==> src/rtl/aes_ui_pkg.sv <==
// Shared types and constants for the hex keypad entry block.
package aes_ui_pkg;

  typedef enum logic [1:0] {
    SCAN     = 2'd0,
    DEBOUNCE = 2'd1,
    ACCEPT   = 2'd2,
    RELEASE  = 2'd3
  } state_e;

  localparam int DIGITS = 4;

  // Indexed by {row, col}; entry 0 is the top-left key.
  localparam logic [0:15][3:0] KEYMAP = {
    4'h1, 4'h2, 4'h3, 4'hA,
    4'h4, 4'h5, 4'h6, 4'hB,
    4'h7, 4'h8, 4'h9, 4'hC,
    4'h0, 4'hF, 4'hE, 4'hD
  };

  function automatic logic [3:0] key_lookup(input logic [1:0] row, input logic [1:0] col);
    return KEYMAP[{row, col}];
  endfunction

  // Lowest-indexed active-low row wins when several keys share a column.
  function automatic logic [1:0] lowest_low_row(input logic [3:0] rows_n);
    if (!rows_n[0])      return 2'd0;
    else if (!rows_n[1]) return 2'd1;
    else if (!rows_n[2]) return 2'd2;
    else                 return 2'd3;
  endfunction

endpackage

==> src/rtl/input_sync.sv <==
// Two-flop synchronizer; with EDGE set, the output is a one-cycle rising-edge pulse
// of the synchronized signal instead of its level.
module input_sync #(
  parameter int           W       = 1,
  parameter bit           EDGE    = 1'b0,
  parameter logic [W-1:0] RST_VAL = '0
) (
  input  logic         clk,
  input  logic         rst,
  input  logic [W-1:0] async_i,
  output logic [W-1:0] out_o
);

  logic [W-1:0] s1_q, s1_d, s2_q, s2_d;

  always_comb begin
    s1_d = async_i;
    s2_d = s1_q;
  end

  always_ff @(posedge clk) begin
    if (rst) begin
      s1_q <= RST_VAL;
      s2_q <= RST_VAL;
    end else begin
      s1_q <= s1_d;
      s2_q <= s2_d;
    end
  end

  if (EDGE) begin : g_edge
    logic [W-1:0] s3_q;
    always_ff @(posedge clk) begin
      if (rst) s3_q <= RST_VAL;
      else     s3_q <= s2_q;
    end
    assign out_o = s2_q & ~s3_q;
  end else begin : g_level
    assign out_o = s2_q;
  end

endmodule

==> src/rtl/hex_keypad_entry.sv <==
// 4x4 hex keypad scanner/debouncer assembling four key presses into a 16-bit word.
// Define AUTO_COMMIT_EN to commit automatically on the fourth digit (btn_enter unused).
module hex_keypad_entry
  import aes_ui_pkg::*;
#(
  parameter int SETTLE_CYC   = 1000,
  parameter int DEBOUNCE_CYC = 1_000_000
) (
  input  logic        clk,
  input  logic        rst,
  input  logic [3:0]  row_n,
  input  logic        btn_clear,
  input  logic        btn_enter,
  output logic [3:0]  col_n,
  output logic [15:0] entry_value,
  output logic [2:0]  digit_count,
  output logic        key_valid,
  output logic [3:0]  key_code,
  output logic [15:0] commit_value,
  output logic        commit
);

  localparam int CNT_MAX = (SETTLE_CYC > DEBOUNCE_CYC) ? SETTLE_CYC : DEBOUNCE_CYC;
  localparam int CNT_W   = $clog2(CNT_MAX + 1);
  localparam logic [CNT_W-1:0] SETTLE_LAST = CNT_W'(SETTLE_CYC - 1);
  localparam logic [CNT_W-1:0] DEB_LAST    = CNT_W'(DEBOUNCE_CYC - 1);
  localparam logic [2:0]       FULL        = 3'(DIGITS);

  logic [3:0] rows_sync;
  logic       clear_pulse;

  input_sync #(.W(4), .EDGE(1'b0), .RST_VAL(4'hF)) u_row_sync (
    .clk(clk), .rst(rst), .async_i(row_n), .out_o(rows_sync)
  );
  input_sync #(.W(1), .EDGE(1'b1), .RST_VAL(1'b0)) u_clear_sync (
    .clk(clk), .rst(rst), .async_i(btn_clear), .out_o(clear_pulse)
  );
`ifndef AUTO_COMMIT_EN
  logic enter_pulse;
  input_sync #(.W(1), .EDGE(1'b1), .RST_VAL(1'b0)) u_enter_sync (
    .clk(clk), .rst(rst), .async_i(btn_enter), .out_o(enter_pulse)
  );
`endif

  state_e           state_q, state_d;
  logic [1:0]       col_q, col_d, row_q, row_d;
  logic [CNT_W-1:0] cnt_q, cnt_d;
  logic [15:0]      entry_q, entry_d, commit_value_q, commit_value_d;
  logic [2:0]       count_q, count_d;
  logic [3:0]       key_code_q, key_code_d;
  logic             key_valid_q, key_valid_d, commit_q, commit_d;
  logic [3:0]       key_now;

  always_ff @(posedge clk) begin
    if (rst) begin
      state_q        <= SCAN;
      col_q          <= 2'd0;
      row_q          <= 2'd0;
      cnt_q          <= '0;
      entry_q        <= 16'h0;
      count_q        <= 3'd0;
      key_valid_q    <= 1'b0;
      key_code_q     <= 4'h0;
      commit_value_q <= 16'h0;
      commit_q       <= 1'b0;
    end else begin
      state_q        <= state_d;
      col_q          <= col_d;
      row_q          <= row_d;
      cnt_q          <= cnt_d;
      entry_q        <= entry_d;
      count_q        <= count_d;
      key_valid_q    <= key_valid_d;
      key_code_q     <= key_code_d;
      commit_value_q <= commit_value_d;
      commit_q       <= commit_d;
    end
  end

  always_comb begin
    state_d = state_q;
    col_d   = col_q;
    row_d   = row_q;
    cnt_d   = cnt_q;
    case (state_q)
      SCAN: begin
        if (cnt_q == SETTLE_LAST) begin
          cnt_d = '0;
          if (rows_sync != 4'hF) begin
            row_d   = lowest_low_row(rows_sync);
            state_d = DEBOUNCE;
          end else begin
            col_d = col_q + 2'd1;
          end
        end else begin
          cnt_d = cnt_q + CNT_W'(1);
        end
      end
      DEBOUNCE: begin
        if (!rows_sync[row_q]) begin
          if (cnt_q == DEB_LAST) begin
            cnt_d   = '0;
            state_d = ACCEPT;
          end else begin
            cnt_d = cnt_q + CNT_W'(1);
          end
        end else begin
          cnt_d   = '0;
          state_d = SCAN;
        end
      end
      ACCEPT: begin
        cnt_d   = '0;
        state_d = RELEASE;
      end
      default: begin
        // RELEASE: any low row restarts the quiet-period count.
        if (&rows_sync) begin
          if (cnt_q == DEB_LAST) begin
            cnt_d   = '0;
            state_d = SCAN;
            col_d   = col_q + 2'd1;
          end else begin
            cnt_d = cnt_q + CNT_W'(1);
          end
        end else begin
          cnt_d = '0;
        end
      end
    endcase
  end

  // Datapath: later assignments override earlier ones, giving clear > enter > store.
  always_comb begin
    col_n          = ~(4'b0001 << col_q);
    key_now        = key_lookup(row_q, col_q);
    entry_d        = entry_q;
    count_d        = count_q;
    key_valid_d    = 1'b0;
    key_code_d     = key_code_q;
    commit_value_d = commit_value_q;
    commit_d       = 1'b0;
    if (state_q == ACCEPT) begin
      key_valid_d = 1'b1;
      key_code_d  = key_now;
      if (count_q < FULL) begin
        entry_d = {entry_q[11:0], key_now};
        count_d = count_q + 3'd1;
      end
`ifdef AUTO_COMMIT_EN
      if (count_q == FULL - 3'd1) begin
        commit_d       = 1'b1;
        commit_value_d = {entry_q[11:0], key_now};
        entry_d        = 16'h0;
        count_d        = 3'd0;
      end
`endif
    end
`ifndef AUTO_COMMIT_EN
    if (enter_pulse && count_q == FULL) begin
      commit_d       = 1'b1;
      commit_value_d = entry_q;
      entry_d        = 16'h0;
      count_d        = 3'd0;
    end
`endif
    if (clear_pulse) begin
      entry_d        = 16'h0;
      count_d        = 3'd0;
      commit_d       = 1'b0;
      commit_value_d = commit_value_q;
    end
  end

  assign entry_value  = entry_q;
  assign digit_count  = count_q;
  assign key_valid    = key_valid_q;
  assign key_code     = key_code_q;
  assign commit_value = commit_value_q;
  assign commit       = commit_q;

endmodule

==> config.mk <==
export PLATFORM = sky130hd
export DESIGN_NAME = hex_keypad_entry
export DESIGN_NICKNAME = d
export VERILOG_FILES = /design/src/rtl/aes_ui_pkg.sv /design/src/rtl/input_sync.sv /design/src/rtl/hex_keypad_entry.sv
export SDC_FILE = /design/constraint.sdc
export NUM_CORES = 1
export LEC_CHECK = 0
export BUFFER_PORTS_ARGS = -buffer_cell sky130_fd_sc_hd__buf_2
export CORE_ASPECT_RATIO = 1.2
export CORE_UTILIZATION = 30
export DETAILED_ROUTE_END_ITERATION = 8
export HOLD_SLACK_MARGIN = 0.02
export PLACE_DENSITY = 0.55
export SLEW_MARGIN = 20
export SYNTH_ARGS = -nofsm -noshare
export SYNTH_HDL_FRONTEND = slang
export SYNTH_HIERARCHICAL = 1
export SYNTH_SLANG_ARGS = --single-unit
==> constraint.sdc <==
create_clock -name clk -period 5.7 [get_ports clk]
set_clock_uncertainty 0.2 [all_clocks]
set_input_delay 0.285 -clock clk [delete_from_list [all_inputs] [get_ports clk]]
set_output_delay 0.285 -clock clk [all_outputs]
set_load 0.02 [all_outputs]
==> Yosys cells after proc, flatten, opt, wreduce, memory -nomap -nowiden <==
Memory sizes are Yosys's and may differ from the RTL's.
Cells that the tools add are included.
{ "word_totals": {"wordCells": 85, "output_inout_bits": 45, "register_bits": 81, "rom_bits": 64, "mem_count": 1} }
{ "op_classes": {"magnitude_cmp": 3, "n_reduce_logical": 15, "shifts": 1, "n_bitwise": 8, "n_mux": 26, "eq_ne": 10, "n_addsub": 3} }
{ "memory_table": {"columns": ["memory", "depth", "width", "read_ports", "rd_clocked_by_memory_dff", "write_ports", "line_no", "rtl"], "rows": [
  ["(no name shown)", 16, 4, 1, 0, 0, "aes_ui_pkg.sv:22", "return KEYMAP[{row, col}];"]
]} }
{ "ops": {"columns": ["operator", "count"], "rows": [
  ["$mux W20", 4],
  ["$pmux W20 S3", 1],
  ["$mux W2", 12],
  ["$add A20 B1 Y20 const B", 1],
  ["$eq A20 B10 Y1 const B", 1],
  ["$eq A20 B20 Y1 const B", 1],
  ["$reduce_and A5 Y1", 2],
  ["$mux W4", 2],
  ["$reduce_bool A4 Y1", 2],
  ["$ne A2 B2 Y1 const B", 3],
  ["$pmux W2 S3", 1],
  ["$ge A5 B5 Y1 const B", 1],
  ["$not A4 Y5", 1],
  ["$mux W1", 4],
  ["$ne A4 B4 Y1 const B", 1],
  ["$not A1 Y1", 4],
  ["$not A4 Y4", 1],
  ["$pmux W2 S2", 1],
  ["$reduce_and A2 Y1", 2],
  ["$reduce_and A4 Y1", 1],
  ["$reduce_bool A2 Y1", 2],
  ["$reduce_or A2 Y1", 2],
  ["$shl A1 B2 Y4 const A", 1],
  ["$add A3 B1 Y3 const B", 1],
  ["13 further kinds", 14]
]} }

==> Depth between registers and ports, before layout <==
{ "logic_depth": {"word_depth": 4, "mapped_depth": 8, "mapped_depth_nobuf": 6} }

==> Modules after synthesis <==
The synthesis kept the hierarchy.
{ "modules_own_cells": {"columns": ["module", "instances", "cells_each", "area_per_inst_um2"], "rows": [
  ["hex_keypad_entry", 1, 357, 3016.6],
  ["input_sync at u_row_sync", 1, 16, 210.2],
  ["input_sync at u_clear_sync ...", 2, 7, 87.6]
]} }

==> Worst setup path before layout <==
OpenSTA, ideal clock, no wires.
{ "synth_path": {"path_type": "flip-flop to flip-flop", "from": "reg cnt_q[10]", "to": "reg col_q[0]", "t_arrival_ns": 2.038, "path_stages_with_launch": 6, "setup_time_ns": 0.121, "required_time_ns": 5.379, "setup_slack_ns": 3.341, "n_path_buf": 0, "path_cell_list": "dfxtp_1 or4_4 nor3_4 a21boi_2 or4_4 mux2_4"} }
{ "synth_between": {"elab_chain_len": 3} }
{ "synth_lines": {"columns": ["item", "line_no", "rtl"], "rows": [
  ["start, declared", "hex_keypad_entry.sv:47", "logic [CNT_W-1:0] cnt_q, cnt_d;"],
  ["start signal, assigned", "hex_keypad_entry.sv:70", "cnt_q <= cnt_d;"],
  ["$eq A20 B10 Y1 or $eq A20 B20 Y1 (tied branches)", "hex_keypad_entry.sv:87, hex_keypad_entry.sv:119", null],
  ["$ne A2 B2 Y1 (no line) or $reduce_bool A2 Y1 (tied branches)", null, null],
  ["$reduce_and A5 Y1 (no line) *", null, null],
  ["end signal, assigned", "hex_keypad_entry.sv:68", "col_q <= col_d;"],
  ["end, declared", "hex_keypad_entry.sv:46", "logic [1:0] col_q, col_d, row_q, row_d;"]
]} }
Every way passes the cells marked *; elsewhere a longest branch is shown, timed or not.
A chain may end at the register's enable or synchronous reset.

==> Worst setup path after layout <==
{ "layout_path": {"from": "reg cnt_q[10]", "to": "reg cnt_q[1]"} }
{ "layout_between": {"elab_chain_len": 4} }
{ "layout_lines": {"columns": ["item", "line_no", "rtl"], "rows": [
  ["$eq A20 B20 Y1", "hex_keypad_entry.sv:101, hex_keypad_entry.sv:119", null],
  ["$mux W20", "hex_keypad_entry.sv:101, hex_keypad_entry.sv:119", null],
  ["$mux W20 (on tied branches)", "hex_keypad_entry.sv:118, hex_keypad_entry.sv:100", null],
  ["$pmux W20 S3 *", "hex_keypad_entry.sv:85", "case (state_q)"]
]} }
Marked as above.

==> flow_summary.ini <==
[run_status]
outcome = finished, final reports clean

[clock_network]
h-tree-depth = 3
cts_tree = done
root_buffer = clkbuf_16
clock_path_buffers = 2
clk_latency_ns = 0.34
numCtsBuffers = 9
clk_pin_slew_worst_paths_ns = 0.06
clock_sinks = 81

[route]
wl_per_cell_um = 12.30
drc = 0
post_drt_via_cell_ratio = 4.642
postRouteAntennaNets = 0
drt_pass1_iterations = 4
wirelength_mm = 7.123
vias = 2688
dr.first_iter.drc_count = 81

[logic_synthesis]
yosysWarnings = 6
synthArstFlopShare_pct = 0
avgSynthCellArea_sq_um = 8.791
netlist_area_sq_um = 3402
synth.area.top_cells = dfxtp_1 48%, nand2_1 8.6%, a21oi_1 8.4%, ha_1 4.8%, xnor2_1 3.9%
yosys-top-cells-count = 81 x dfxtp_1, 78 x nand2_1, 57 x a21oi_1
netlist_instances = 387
synth_cell_types = 40
yosysTopAreaCell = dfxtp_1
synth-seq-cells = 81
synth_edf_count = 0
synth.most_common_cell = dfxtp_1
ys_seq_area_share_pct = 47.66
synth_top_area_share_pct = 47.66
synth.net_count = 408
ys.flop_type = dfxtp_1

[cells_and_area]
fin_nets = 463
post-route-util_pct = 37.55
regArea_sq_um = 1622
drive_gt1_share_pct = 19.46
syn_to_final_growth_pct = 21.81
fill_cells = 1160
multi_input_area_sq_um = 1658
antenna_cells = 0
final_design_area_no_fill_sq_um = 4144

[setup_path]
r2r-end = cnt_q[1]
critical_path_class = reg -> reg
crit_arrival_ns = 2.52
cp_max_fo = 20
cp.required_ns = 5.68
ff2ff_path_depth = 5
reg2reg_from = cnt_q[10]
reg2reg_slack_ns = 3.16
start_kind = flop
end_kind = flop

[timing]
slew_headroom_pct = 36.78
setup_ws_ns = 3.163
rsz0062_at_grt = false
setup_violations = 0
holdWs_ns = 0.2028
final_max_slew_viol_count = 0
fin_crit_sh_pct = 44.51
period_minus_slack_ns = 2.537
fmax_mhz = 394.2
hold_viol_final = 0
worst_pin_slew_ns = 0.9448
finalSetupTns_ns = 0

[global_routing]
grt_pass1_wl_mm = 11.79
grt_pass1_vias = 2515
overflow = 0
grt_start_max_net_pins = 48
grt_usage_pct = 12.79
antenna_found_initial = 0

[min_path]
min_path_type = reg -> reg
whs_path_depth = 1
holdPathEnd = u_row_sync/out_o[1]
worstHoldStart = u_row_sync/s1_q[1]

[place]
placed_area_sq_um = 3772
port_buffers = 52
dp_hpwl_mm = 4.935
pre_cts_slack_ns = 3.113
place_congestion = 0.8322

[die]
die-area_sq_um = 11770
rows = 42
die_h_um = 118.7
die_w_um = 99.21
ios = 53
core-area_sq_um = 11040
start_util_pct = 30.83

[job]
max-cap-violations = 0

[power]
powerDensity_nw_per_um2 = 291.5
ir_worst_vdd_v = 0.0001191
p_leak_nw = 1.582
worst max-delay path, stage by stage, from the launching register on:
cell and delay [ns]:
dfxtp_1 0.35, or4_4 0.59, nor4_4 0.22, nand4_1 0.17, nand4b_1 0.65, a21boi_0 0.20
logic make-up after synthesis:
group | after synthesis | synth area share [%]
AND/OR/NAND/NOR | 164 | 24.16
buffers and inverters | 30 | 3.604
adder cells (fa/ha/maj) | 13 | 4.781
XOR/XNOR | 20 | 5.149
AO/OA/AOI/OAI | 71 | 11.40
multiplexers | 8 | 3.236
flip-flops | 81 | 47.66
worst max-delay path by stage:
| stage | start | endpoint | slack (ns) | cells after the start |
|---|---|---|---|---|
| finish | cnt_q[10] | cnt_q[1] | 3.16 | 5 |
| floorplan | cnt_q[10] | col_q[0] | 3.34 | 5 |
| global placement | cnt_q[10] | cnt_q[1] | 3.23 | 5 |
| global route | cnt_q[10] | cnt_q[1] | 2.95 | 5 |
| detailed placement | cnt_q[10] | cnt_q[1] | 3.11 | 5 |
| CTS | cnt_q[10] | cnt_q[1] | 3.10 | 5 |
per-layer routing:
metal  GRT usage (%)  up-vias  wire (um)
met4           7.169        0        157
met1           15.10     1208       3274
met2           21.31       53       3424
met3           2.779       14        267
li1                -     1413          -
met5               0        -          0
sequential cells by signal, summed over array words and instances, names as in the netlist, 2 cells and up:
register and count:
row_q 2, u_row_sync/out_o 4, entry_value 16, state_q 2, key_code 4, u_row_sync/s1_q 4, cnt_q 20, digit_count 3
commit_value 16, col_q 2
cell usage in the layout (no fill, tap or decap), types with 8 or more instances in the layout:
master / Yosys / routed
buf_2: 0 / 52
nor2_1: 21 / 21
nand2_1: 78 / 78
or2_1: 8 / 8
a21oi_1: 57 / 57
nand3_1: 8 / 8
inv_1: 14 / 14
xnor2_1: 15 / 15
clkbuf_16: 0 / 9
dfxtp_1: 81 / 81
nor2b_1: 9 / 9
ha_1: 13 / 13
metrics by stage:
step / cells / power, W
after CTS: 579 / 0.001226
after detailed placement: 557 / 0.0006140
final: 579 / 0.001208
after floorplan: 387 / 0.0006056
after global placement: 557 / 0.0006135
after global routing: 579 / 0.001249
repair_timing:
item	4_1_cts	5_1_grt
setup endpoints to repair	0	0
endpoints found under the hold margin	6	0
buffers inserted	0	0
hold buffers	6	0
gates resized for setup	0	0
cell type report:
type	count	area share, %
timing repair buffer	60	8.092
sequential	81	39.13
multi-input combinational	276	40.01
tap	132	3.986
clock inverter	6	1.751
clock buffer	10	5.767
inverter	14	1.268
where the power goes:
group           total, W  internal, W  leakage (nW)  switching (W)
combinational  0.0000282    0.0000122         0.770      0.0000160
sequential      0.000575     0.000572         0.656     0.00000328
clock           0.000604     0.000357         0.155       0.000247
total            0.00121     0.000942          1.58       0.000266
Note: power is estimated with default switching activity, not from simulation.
